### src/rtl/spi_led_cmd_controller_pkg.sv
// Shared definitions for the SPI-to-WS2812B command sequencer.
package spi_led_cmd_controller_pkg;

    localparam logic [7:0] CMD_PIXELS = 8'h01;
    localparam logic [7:0] CMD_BRIGHT = 8'h02;
    localparam logic [7:0] CMD_SHOW   = 8'h03;

    localparam int PIXEL_W = 24;

    typedef enum logic [2:0] {
        IDLE,
        ADDR_HI,
        ADDR_LO,
        PIX_G,
        PIX_R,
        PIX_B,
        BRIGHT,
        DISCARD
    } state_t;

endpackage

### src/rtl/spi_led_cmd_controller_fb_write_slot.sv
// One-deep framebuffer write slot: holds a write until the framebuffer takes it,
// and flags any new write that arrives while one is still pending.
module fb_write_slot
    import spi_led_cmd_controller_pkg::*;
#(
    parameter int ADDR_BITS = 6
) (
    input  logic                 clk,
    input  logic                 reset,
    input  logic                 wr_req,
    input  logic [ADDR_BITS-1:0] wr_addr,
    input  logic [PIXEL_W-1:0]   wr_data,
    input  logic                 fb_ready,
    output logic                 fb_we,
    output logic [ADDR_BITS-1:0] fb_addr,
    output logic [PIXEL_W-1:0]   fb_wdata,
    output logic                 err_overflow
);

    logic                 we_q, we_d;
    logic [ADDR_BITS-1:0] addr_q, addr_d;
    logic [PIXEL_W-1:0]   data_q, data_d;
    logic                 ovf_q, ovf_d;

    // Next slot contents: retire on accept, load only into an empty slot.
    always_comb begin
        we_d   = we_q;
        addr_d = addr_q;
        data_d = data_q;
        ovf_d  = ovf_q;
        if (we_q && fb_ready) begin
            we_d = 1'b0;
        end
        if (wr_req) begin
            // A pixel completing while a write is still up (even one being
            // accepted this cycle) is dropped; the pending write is untouched.
            if (we_q) begin
                ovf_d = 1'b1;
            end else begin
                we_d   = 1'b1;
                addr_d = wr_addr;
                data_d = wr_data;
            end
        end
    end

    // Slot registers.
    always_ff @(posedge clk) begin
        if (reset) begin
            we_q   <= 1'b0;
            addr_q <= '0;
            data_q <= '0;
            ovf_q  <= 1'b0;
        end else begin
            we_q   <= we_d;
            addr_q <= addr_d;
            data_q <= data_d;
            ovf_q  <= ovf_d;
        end
    end

    assign fb_we        = we_q;
    assign fb_addr      = addr_q;
    assign fb_wdata     = data_q;
    assign err_overflow = ovf_q;

endmodule

### src/rtl/spi_led_cmd_controller.sv
// Command sequencer: decodes SPI byte transactions into pixel writes,
// brightness updates and show pulses for the WS2812B framebuffer.
module spi_led_cmd_controller
    import spi_led_cmd_controller_pkg::*;
#(
    parameter int         NUM_LEDS           = 64,
    parameter int         ADDR_BITS          = 6,
    parameter logic [7:0] DEFAULT_BRIGHTNESS = 8'h40
) (
    input  logic                 clk,
    input  logic                 reset,
    input  logic [7:0]           rx_byte,
    input  logic                 rx_done,
    input  logic                 rx_first,
    input  logic                 rx_idle,
    output logic                 fb_we,
    output logic [ADDR_BITS-1:0] fb_addr,
    output logic [PIXEL_W-1:0]   fb_wdata,
    input  logic                 fb_ready,
    output logic [7:0]           brightness,
    output logic                 show,
    output logic                 err_overflow,
    output logic                 err_range,
    output logic                 err_cmd,
    output logic                 busy
);

    state_t      state_q, state_d;
    logic [15:0] ptr_q, ptr_d;
    logic [7:0]  g_q, g_d;
    logic [7:0]  r_q, r_d;
    logic [7:0]  bright_q, bright_d;
    logic        show_q, show_d;
    logic        err_range_q, err_range_d;
    logic        err_cmd_q, err_cmd_d;

    logic                 wr_req;
    logic [PIXEL_W-1:0]   wr_data;
    logic [ADDR_BITS-1:0] wr_addr;

    assign wr_addr = ptr_q[ADDR_BITS-1:0];

    // Next state and datapath: idle wins, then a first byte resyncs, then
    // ordinary bytes advance the current transaction.
    always_comb begin
        state_d     = state_q;
        ptr_d       = ptr_q;
        g_d         = g_q;
        r_d         = r_q;
        bright_d    = bright_q;
        show_d      = 1'b0;
        err_range_d = err_range_q;
        err_cmd_d   = err_cmd_q;
        wr_req      = 1'b0;
        wr_data     = {g_q, r_q, rx_byte};

        if (rx_idle) begin
            state_d = IDLE;
        end else if (rx_done && rx_first) begin
            case (rx_byte)
                CMD_PIXELS: state_d = ADDR_HI;
                CMD_BRIGHT: state_d = BRIGHT;
                CMD_SHOW: begin
                    show_d  = 1'b1;
                    state_d = DISCARD;
                end
                default: begin
                    err_cmd_d = 1'b1;
                    state_d   = DISCARD;
                end
            endcase
        end else if (rx_done) begin
            case (state_q)
                IDLE:    state_d = DISCARD;
                ADDR_HI: begin
                    ptr_d[15:8] = rx_byte;
                    state_d     = ADDR_LO;
                end
                ADDR_LO: begin
                    ptr_d[7:0] = rx_byte;
                    state_d    = PIX_G;
                end
                PIX_G: begin
                    g_d     = rx_byte;
                    state_d = PIX_R;
                end
                PIX_R: begin
                    r_d     = rx_byte;
                    state_d = PIX_B;
                end
                PIX_B: begin
                    if (32'(ptr_q) < NUM_LEDS) begin
                        wr_req = 1'b1;
                    end else begin
                        err_range_d = 1'b1;
                    end
                    // Pointer advances even for out-of-range pixels; wraps at 16 bits.
                    ptr_d   = ptr_q + 16'd1;
                    state_d = PIX_G;
                end
                BRIGHT: begin
                    bright_d = rx_byte;
                    state_d  = DISCARD;
                end
                default: state_d = DISCARD;
            endcase
        end
    end

    // Sequencer registers.
    always_ff @(posedge clk) begin
        if (reset) begin
            state_q     <= IDLE;
            ptr_q       <= '0;
            g_q         <= '0;
            r_q         <= '0;
            bright_q    <= DEFAULT_BRIGHTNESS;
            show_q      <= 1'b0;
            err_range_q <= 1'b0;
            err_cmd_q   <= 1'b0;
        end else begin
            state_q     <= state_d;
            ptr_q       <= ptr_d;
            g_q         <= g_d;
            r_q         <= r_d;
            bright_q    <= bright_d;
            show_q      <= show_d;
            err_range_q <= err_range_d;
            err_cmd_q   <= err_cmd_d;
        end
    end

    fb_write_slot #(
        .ADDR_BITS (ADDR_BITS)
    ) u_slot (
        .clk          (clk),
        .reset        (reset),
        .wr_req       (wr_req),
        .wr_addr      (wr_addr),
        .wr_data      (wr_data),
        .fb_ready     (fb_ready),
        .fb_we        (fb_we),
        .fb_addr      (fb_addr),
        .fb_wdata     (fb_wdata),
        .err_overflow (err_overflow)
    );

    assign brightness = bright_q;
    assign show       = show_q;
    assign err_range  = err_range_q;
    assign err_cmd    = err_cmd_q;
    assign busy       = (state_q != IDLE) || fb_we;

endmodule

### config.mk
export PLATFORM = sky130hd
export DESIGN_NAME = spi_led_cmd_controller
export DESIGN_NICKNAME = d
export VERILOG_FILES = /design/src/rtl/spi_led_cmd_controller_pkg.sv /design/src/rtl/spi_led_cmd_controller_fb_write_slot.sv /design/src/rtl/spi_led_cmd_controller.sv
export SDC_FILE = /design/constraint.sdc
export NUM_CORES = 1
export LEC_CHECK = 0
export BUFFER_PORTS_ARGS = -buffer_cell sky130_fd_sc_hd__buf_4
export CELL_PAD_IN_SITES_DETAIL_PLACEMENT = 0
export CELL_PAD_IN_SITES_GLOBAL_PLACEMENT = 1
export CORE_MARGIN = 3
export CORE_UTILIZATION = 45
export CTS_BUF_LIST = sky130_fd_sc_hd__clkbuf_4 sky130_fd_sc_hd__clkbuf_8
export DETAILED_ROUTE_END_ITERATION = 12
export PLACE_DENSITY = 0.8
export SETUP_SLACK_MARGIN = 0.15
export SLEW_MARGIN = 20
export SYNTH_ARGS = -nofsm -noshare
export SYNTH_HDL_FRONTEND = slang
export SYNTH_HIERARCHICAL = 1
export SYNTH_SLANG_ARGS = --single-unit
### constraint.sdc
create_clock -name clk -period 2.36 [get_ports clk]
set_input_delay 0.472 -clock clk [delete_from_list [all_inputs] [get_ports clk]]
set_output_delay 0.472 -clock clk [all_outputs]
set_load 0.03 [all_outputs]
==> impl_metrics.yaml, run 1 <==
sta:
  setup_viol: 0
  whs_ns: 0.304
  max_freq_mhz: 473
  rsz0062_at_grt: "no"
  post-route-min-period_ns: 2.12
  fin_crit_sh_pct: 89.7
  final_max_slew_viol_count: 0
  relSlewSlack_pct: 58.9
  worst_slack_ns: 0.244
  fin_setup_tns_ns: 0
  max_slew.worst_pin.slew_ns: 0.610
  hold_violations: 0
  skew_ns: 0.0138
worst_setup_path:
  reg2reg_slack_ns: 0.44
  r2r_start: "state_q[1]"
  cp_max_fo: 9
  path_class: "flop to output port"
  critPathArrivalTime_ns: 1.64
  worstRegToRegCells: 5
  critPathCaptureType: "output port"
  timing.critical_path.to: "busy"
  startpoint: "state_q[2]"
  start_kind: "flop"
  worstPathRequired_ns: 1.89
  r2r_end: "ptr_q[5]"
detailed_routing:
  drt_iter0_drc: 131
  vias: 3274
  totalWireLength_um: 9690
  routedWlPerCell_um: 16.9
  first_pass_iters: 4
  drc: 0
  ant_nets: 0
  via_per_inst: 5.69
clock_tree:
  root_buffer: "clkbuf_8"
  clk_pin_slew_ns: 0.08
  cts_max_level: 3
  cts.sinks: 78
  post_cts_buffers: 0
  cts_tree: "built"
  ctsLongestPathBuffers: 2
  clkLatencyLatePin_ns: 0.36
  cts_buffers: 9
floorplan:
  die_w_um: 99.3
  rows: 33
  initial_core_util_pct: 47.0
  dieHeight_um: 99.3
  die_area_mm2: 0.00986
  design.core.area_mm2: 0.00834
  io-pin-count: 58
finish:
  mostFrequentLayoutCell: "dfxtp_1"
  seqCellArea_mm2: 0.00156
  post_route_cells_drive_above_1_share_pct: 27.4
  finalNonFillerCells: 575
  finish.utilization_pct: 55.6
  multi_input_comb_area_mm2: 0.00215
  fin_nets: 480
  diodes: 0
  nFillCells: 794
  area_delta_synth_final_pct: 18.3
  final_area_mm2: 0.00463
  final_cell_mix: "77 x dfxtp_1, 68 x buf_4, 44 x nor2_1"
logic_synthesis:
  yosysWarnings: 6
  synthArstFlopShare_pct: 0
  synth-edff-count: 0
  synth.distinct_cells: 58
  ys_ff_latch: 78
  yosysSeqAreaShare_pct: 39.9
  synthCells: 417
  synth_area_mm2: 0.00392
  syn_nets: 432
  syn_avg_cell_area_um2: 9.39
  ys.flop_type: "dfxtp_1"
grt:
  grt_pass1_wl_um: 16000
  grt_pass1_vias: 3180
  grt_usage_pct: 20.3
  grt_max_degree: 78
  overflow: 0
  antenna_found_initial: 0
place:
  gp_congestion: 0.874
  pre_cts_ws_ns: 0.338
  dp.cells: 559
  dpl_cell_area_mm2: 0.00441
  port-buffer-count: 57
  post-dp-hpwl_um: 6420
flow_run:
  max_cap_violations: 0
power_and_ir_drop:
  p_total_mw: 2.64
  leakage_nw: 1.87
  p_per_area_mw_per_mm2: 569
  ir_drop_uv: 266
min_path:
  hp-start: "fb_ready"
  hp-class: "primary input to flop"
status:
  status: "complete, no violations"
==> worst max-delay path: stages (launching register included) <==
cell     delay, ns
dfxtp_2       0.37
buf_4         0.17
or4_1         0.55
buf_4         0.19
==> power breakdown <==
part	internal, mW	switching, mW	total (mW)
clock	0.615	0.516	1.13
sequential	1.32	0.0128	1.34
combinational	0.0711	0.0982	0.169
total	2.01	0.627	2.64
==> Yosys cell counts, drive strengths merged, types with 2 or more instances <==
cell     number  area, um2
nand2b       33        206
nor2b         3       26.3
nand4b        3       26.3
inv           4       15.0
nor4          9       56.3
a311oi        2       17.5
or4b          2       20.0
buf          15        125
a211o         2       17.5
nand3b        3       22.5
nor2         45        169
dfxtp        78       1560
a21oi        18       90.1
o21ai        45        338
o311ai        2       17.5
nand4bb      30        338
a32oi         2       17.5
o211ai        2       15.0
nor3b         4       35.0
o31a          2       18.8
a31oi         5       31.3
or3           5       37.5
and2          7       43.8
a21o          2       15.0
a211oi        2       20.0
mux2i        25        250
nor3          5       25.0
nand2        10       37.5
and3b         2       17.5
nand4         7       65.1
o21a          3       22.5
nand3        10       50.1
clkbuf       18       67.6
==> kinds of logic after synthesis <==
family	share of synthesized area, %
flops	39.9
simple gates	31.2
mux	6.68
compound gates	16.6
buf+inv	5.30
fa+ha+maj	0.319
==> what timing repair did <==
| item | in CTS | in global routing |
|---|---|---|
| hold buffers | 0 | 0 |
| gates resized for setup | 0 | 1 |
| endpoints found under the setup margin | 0 | 1 |
==> routing by layer <==
layer  track usage, %  wire length, um  vias up  part of all wire (%)
met5                0                0        -                     0
met4             6.83              157        0                   1.6
met3             3.72              449       13                   4.6
met2             32.4             4450       76                    46
met1             27.6             4630     1558                    48
li1                 -                -     1627                     -
==> how the worst min path moves through the flow <==
stage                         end  slack, ns  depth (start not counted)
finish               u_slot/fb_we       0.30                          2
detailed placement  brightness[6]       0.45                          1
global route         u_slot/fb_we       0.29                          2
floorplan                  g_q[0]       0.46                          2
CTS                  u_slot/fb_we       0.29                          2
global placement          err_cmd       0.46                          2
==> sequential cells by signal, summed over array words and instances (netlist names) <==
register,count
g_q,8
state_q,3
u_slot/fb_we,1
err_range,1
show,1
ptr_q,16
u_slot/fb_addr,6
brightness,8
err_cmd,1
r_q,8
u_slot/fb_wdata,24
u_slot/err_overflow,1
==> final cells by class <==
cell class                      count  area share, %
Inverter                            4          0.324
Sequential cell                    78           33.7
Multi-Input combinational cell    302           46.4
Tap cell                          105           2.83
Timing Repair Buffer               70           11.9
Clock buffer                       10           2.83
Clock inverter                      6           2.02
Note: power is estimated with default switching activity, not from simulation.
==> run 2: changes to the inputs <==
--- a/config.mk
+++ b/config.mk
@@ -8,6 +8,7 @@
 export BUFFER_PORTS_ARGS = -buffer_cell sky130_fd_sc_hd__buf_4
 export CELL_PAD_IN_SITES_DETAIL_PLACEMENT = 0
 export CELL_PAD_IN_SITES_GLOBAL_PLACEMENT = 1
+export CORE_ASPECT_RATIO = 1.4
 export CORE_MARGIN = 3
 export CORE_UTILIZATION = 45
 export CTS_BUF_LIST = sky130_fd_sc_hd__clkbuf_4 sky130_fd_sc_hd__clkbuf_8
==> run 2 against run 1 <==
Sequential share of layout area fell by 0.26 points. Via count increased by 1.1%. Worst setup slack improved by 0.012 ns. Clock power increased by 12%. Die area grew 0.16%. Count of clock-buffer cells in the layout rose by 1. Routed wire length is 0.93% higher.
==> impl_metrics.yaml, run 2 (synthesized netlist as in run 1, its figures left out) <==
floorplan:
  io-pin-count: 58
  dieHeight_um: 116
  rows: 39
  die_area_mm2: 0.00987
  die_w_um: 84.8
  initial_core_util_pct: 47.2
  design.core.area_mm2: 0.00830
sta:
  skew_ns: 0.0109
  hold_violations: 0
  fin_crit_sh_pct: 89.2
  max_freq_mhz: 475
  relSlewSlack_pct: 57.3
  post-route-min-period_ns: 2.10
  fin_setup_tns_ns: 0
  rsz0062_at_grt: "no"
  final_max_slew_viol_count: 0
  worst_slack_ns: 0.256
  max_slew.worst_pin.slew_ns: 0.634
  setup_viol: 0
detailed_routing:
  drc: 0
  vias: 3309
  drt_iter0_drc: 334
  totalWireLength_um: 9780
  ant_nets: 0
  routedWlPerCell_um: 17.1
  via_per_inst: 5.77
  first_pass_iters: 5
finish:
  fin_nets: 481
  post_route_cells_drive_above_1_share_pct: 27.4
  largest_reg_flops: 24
  mostFrequentLayoutCell: "dfxtp_1"
  final_area_mm2: 0.00467
  finish.utilization_pct: 56.3
  nFillCells: 788
  diodes: 0
  area_delta_synth_final_pct: 19.2
  final_cell_mix: "78 x dfxtp_1, 69 x buf_4, 44 x nor2_1"
min_path:
  holdPathStages: 2
  hp-class: "primary input to flop"
place:
  port-buffer-count: 57
  pre_cts_ws_ns: 0.328
  gp_congestion: 0.824
  post-dp-hpwl_um: 6540
  dpl_cell_area_mm2: 0.00441
clock_tree:
  post_cts_buffers: 0
  clk_pin_slew_ns: 0.08
  cts_tree: "built"
  clkLatencyLatePin_ns: 0.36
  cts.sinks: 78
  cts.hold.buffers_added: 0
  cts_buffers: 9
  ctsLongestPathBuffers: 2
  cts_max_level: 3
  cts_resized: 0
  root_buffer: "clkbuf_8"
worst_setup_path:
  reg2reg_slack_ns: 0.43
  critPathArrivalTime_ns: 1.63
  start_kind: "flop"
  critPathCaptureType: "output port"
  slowest_delay_ns: 0.61
  worstPathRequired_ns: 1.89
  cp_max_fo: 15
  crit_chain: "or4_1, buf_4"
  path_depth: 2
  slowest_stage: "or4_1"
  path_class: "flop to output port"
  cp.buffers_inverters: 1
  crit_family: "simple AND/OR/NAND/NOR gates"
  worstRegToRegCells: 6
power_and_ir_drop:
  p_per_area_mw_per_mm2: 593
  ir_drop_uv: 369
  leakage_nw: 1.89
status:
  status: "complete, no violations"
grt:
  grt_pass1_wl_um: 15800
  antenna_found_initial: 0
  grt_max_degree: 62
  grt_pass1_vias: 3147
  grt_usage_pct: 20.4
  overflow: 0
flow_run:
  max_cap_violations: 0
==> run 2: worst paths after layout <==
kind	start	endpoint
worst min register to register	u_slot/fb_wdata[1]	u_slot/fb_wdata[1]
worst min-delay path	fb_ready	u_slot/fb_we
worst max register to register	state_q[2]	u_slot/fb_wdata[12]
worst max-delay path	state_q[2]	busy
==> run 2: worst reg2reg max path, cell delays in order (launching register included) <==
cell	delay (ns)
dfxtp_1	0.65
and3b_1	0.32
nand2_1	0.15
nor2_2	0.17
nor2b_4	0.19
buf_12	0.24
o21ai_2	0.10
==> run 2: power by group <==
group,leakage (nW),internal [mW],switching [mW],total [mW]
logic,1.13,0.0695,0.0946,0.164
registers,0.629,1.32,0.0145,1.34
clock network,0.130,0.762,0.505,1.27
==> run 2: layout make-up <==
class	instances	area, um2	share of cell area [%]
Inverter	4	15.0	0.322
Tap cell	102	128	2.73
Clock inverter	5	104	2.23
Clock buffer	11	151	3.24
Multi-Input combinational cell	302	2150	46.1
Timing Repair Buffer	71	558	12.0
Sequential cell	78	1560	33.5
==> run 2: through the flow <==
stage,std cells,power [mW],hold WS [ns]
2_1_floorplan,417,1.46,0.463
3_3_place_gp,557,1.53,0.452
3_5_place_dp,557,1.53,0.463
6_report,573,2.77,0.300
4_1_cts,573,2.79,0.282
5_1_grt,573,2.88,0.281
==> run 2: routing by layer <==
layer | vias to the layer above | wire length [um] | track usage [%]
met5 | - | 0 | 0
met4 | 0 | 229 | 9.40
met3 | 15 | 435 | 5.01
met2 | 83 | 4830 | 34.5
met1 | 1589 | 4290 | 24.6
li1 | 1622 | - | -
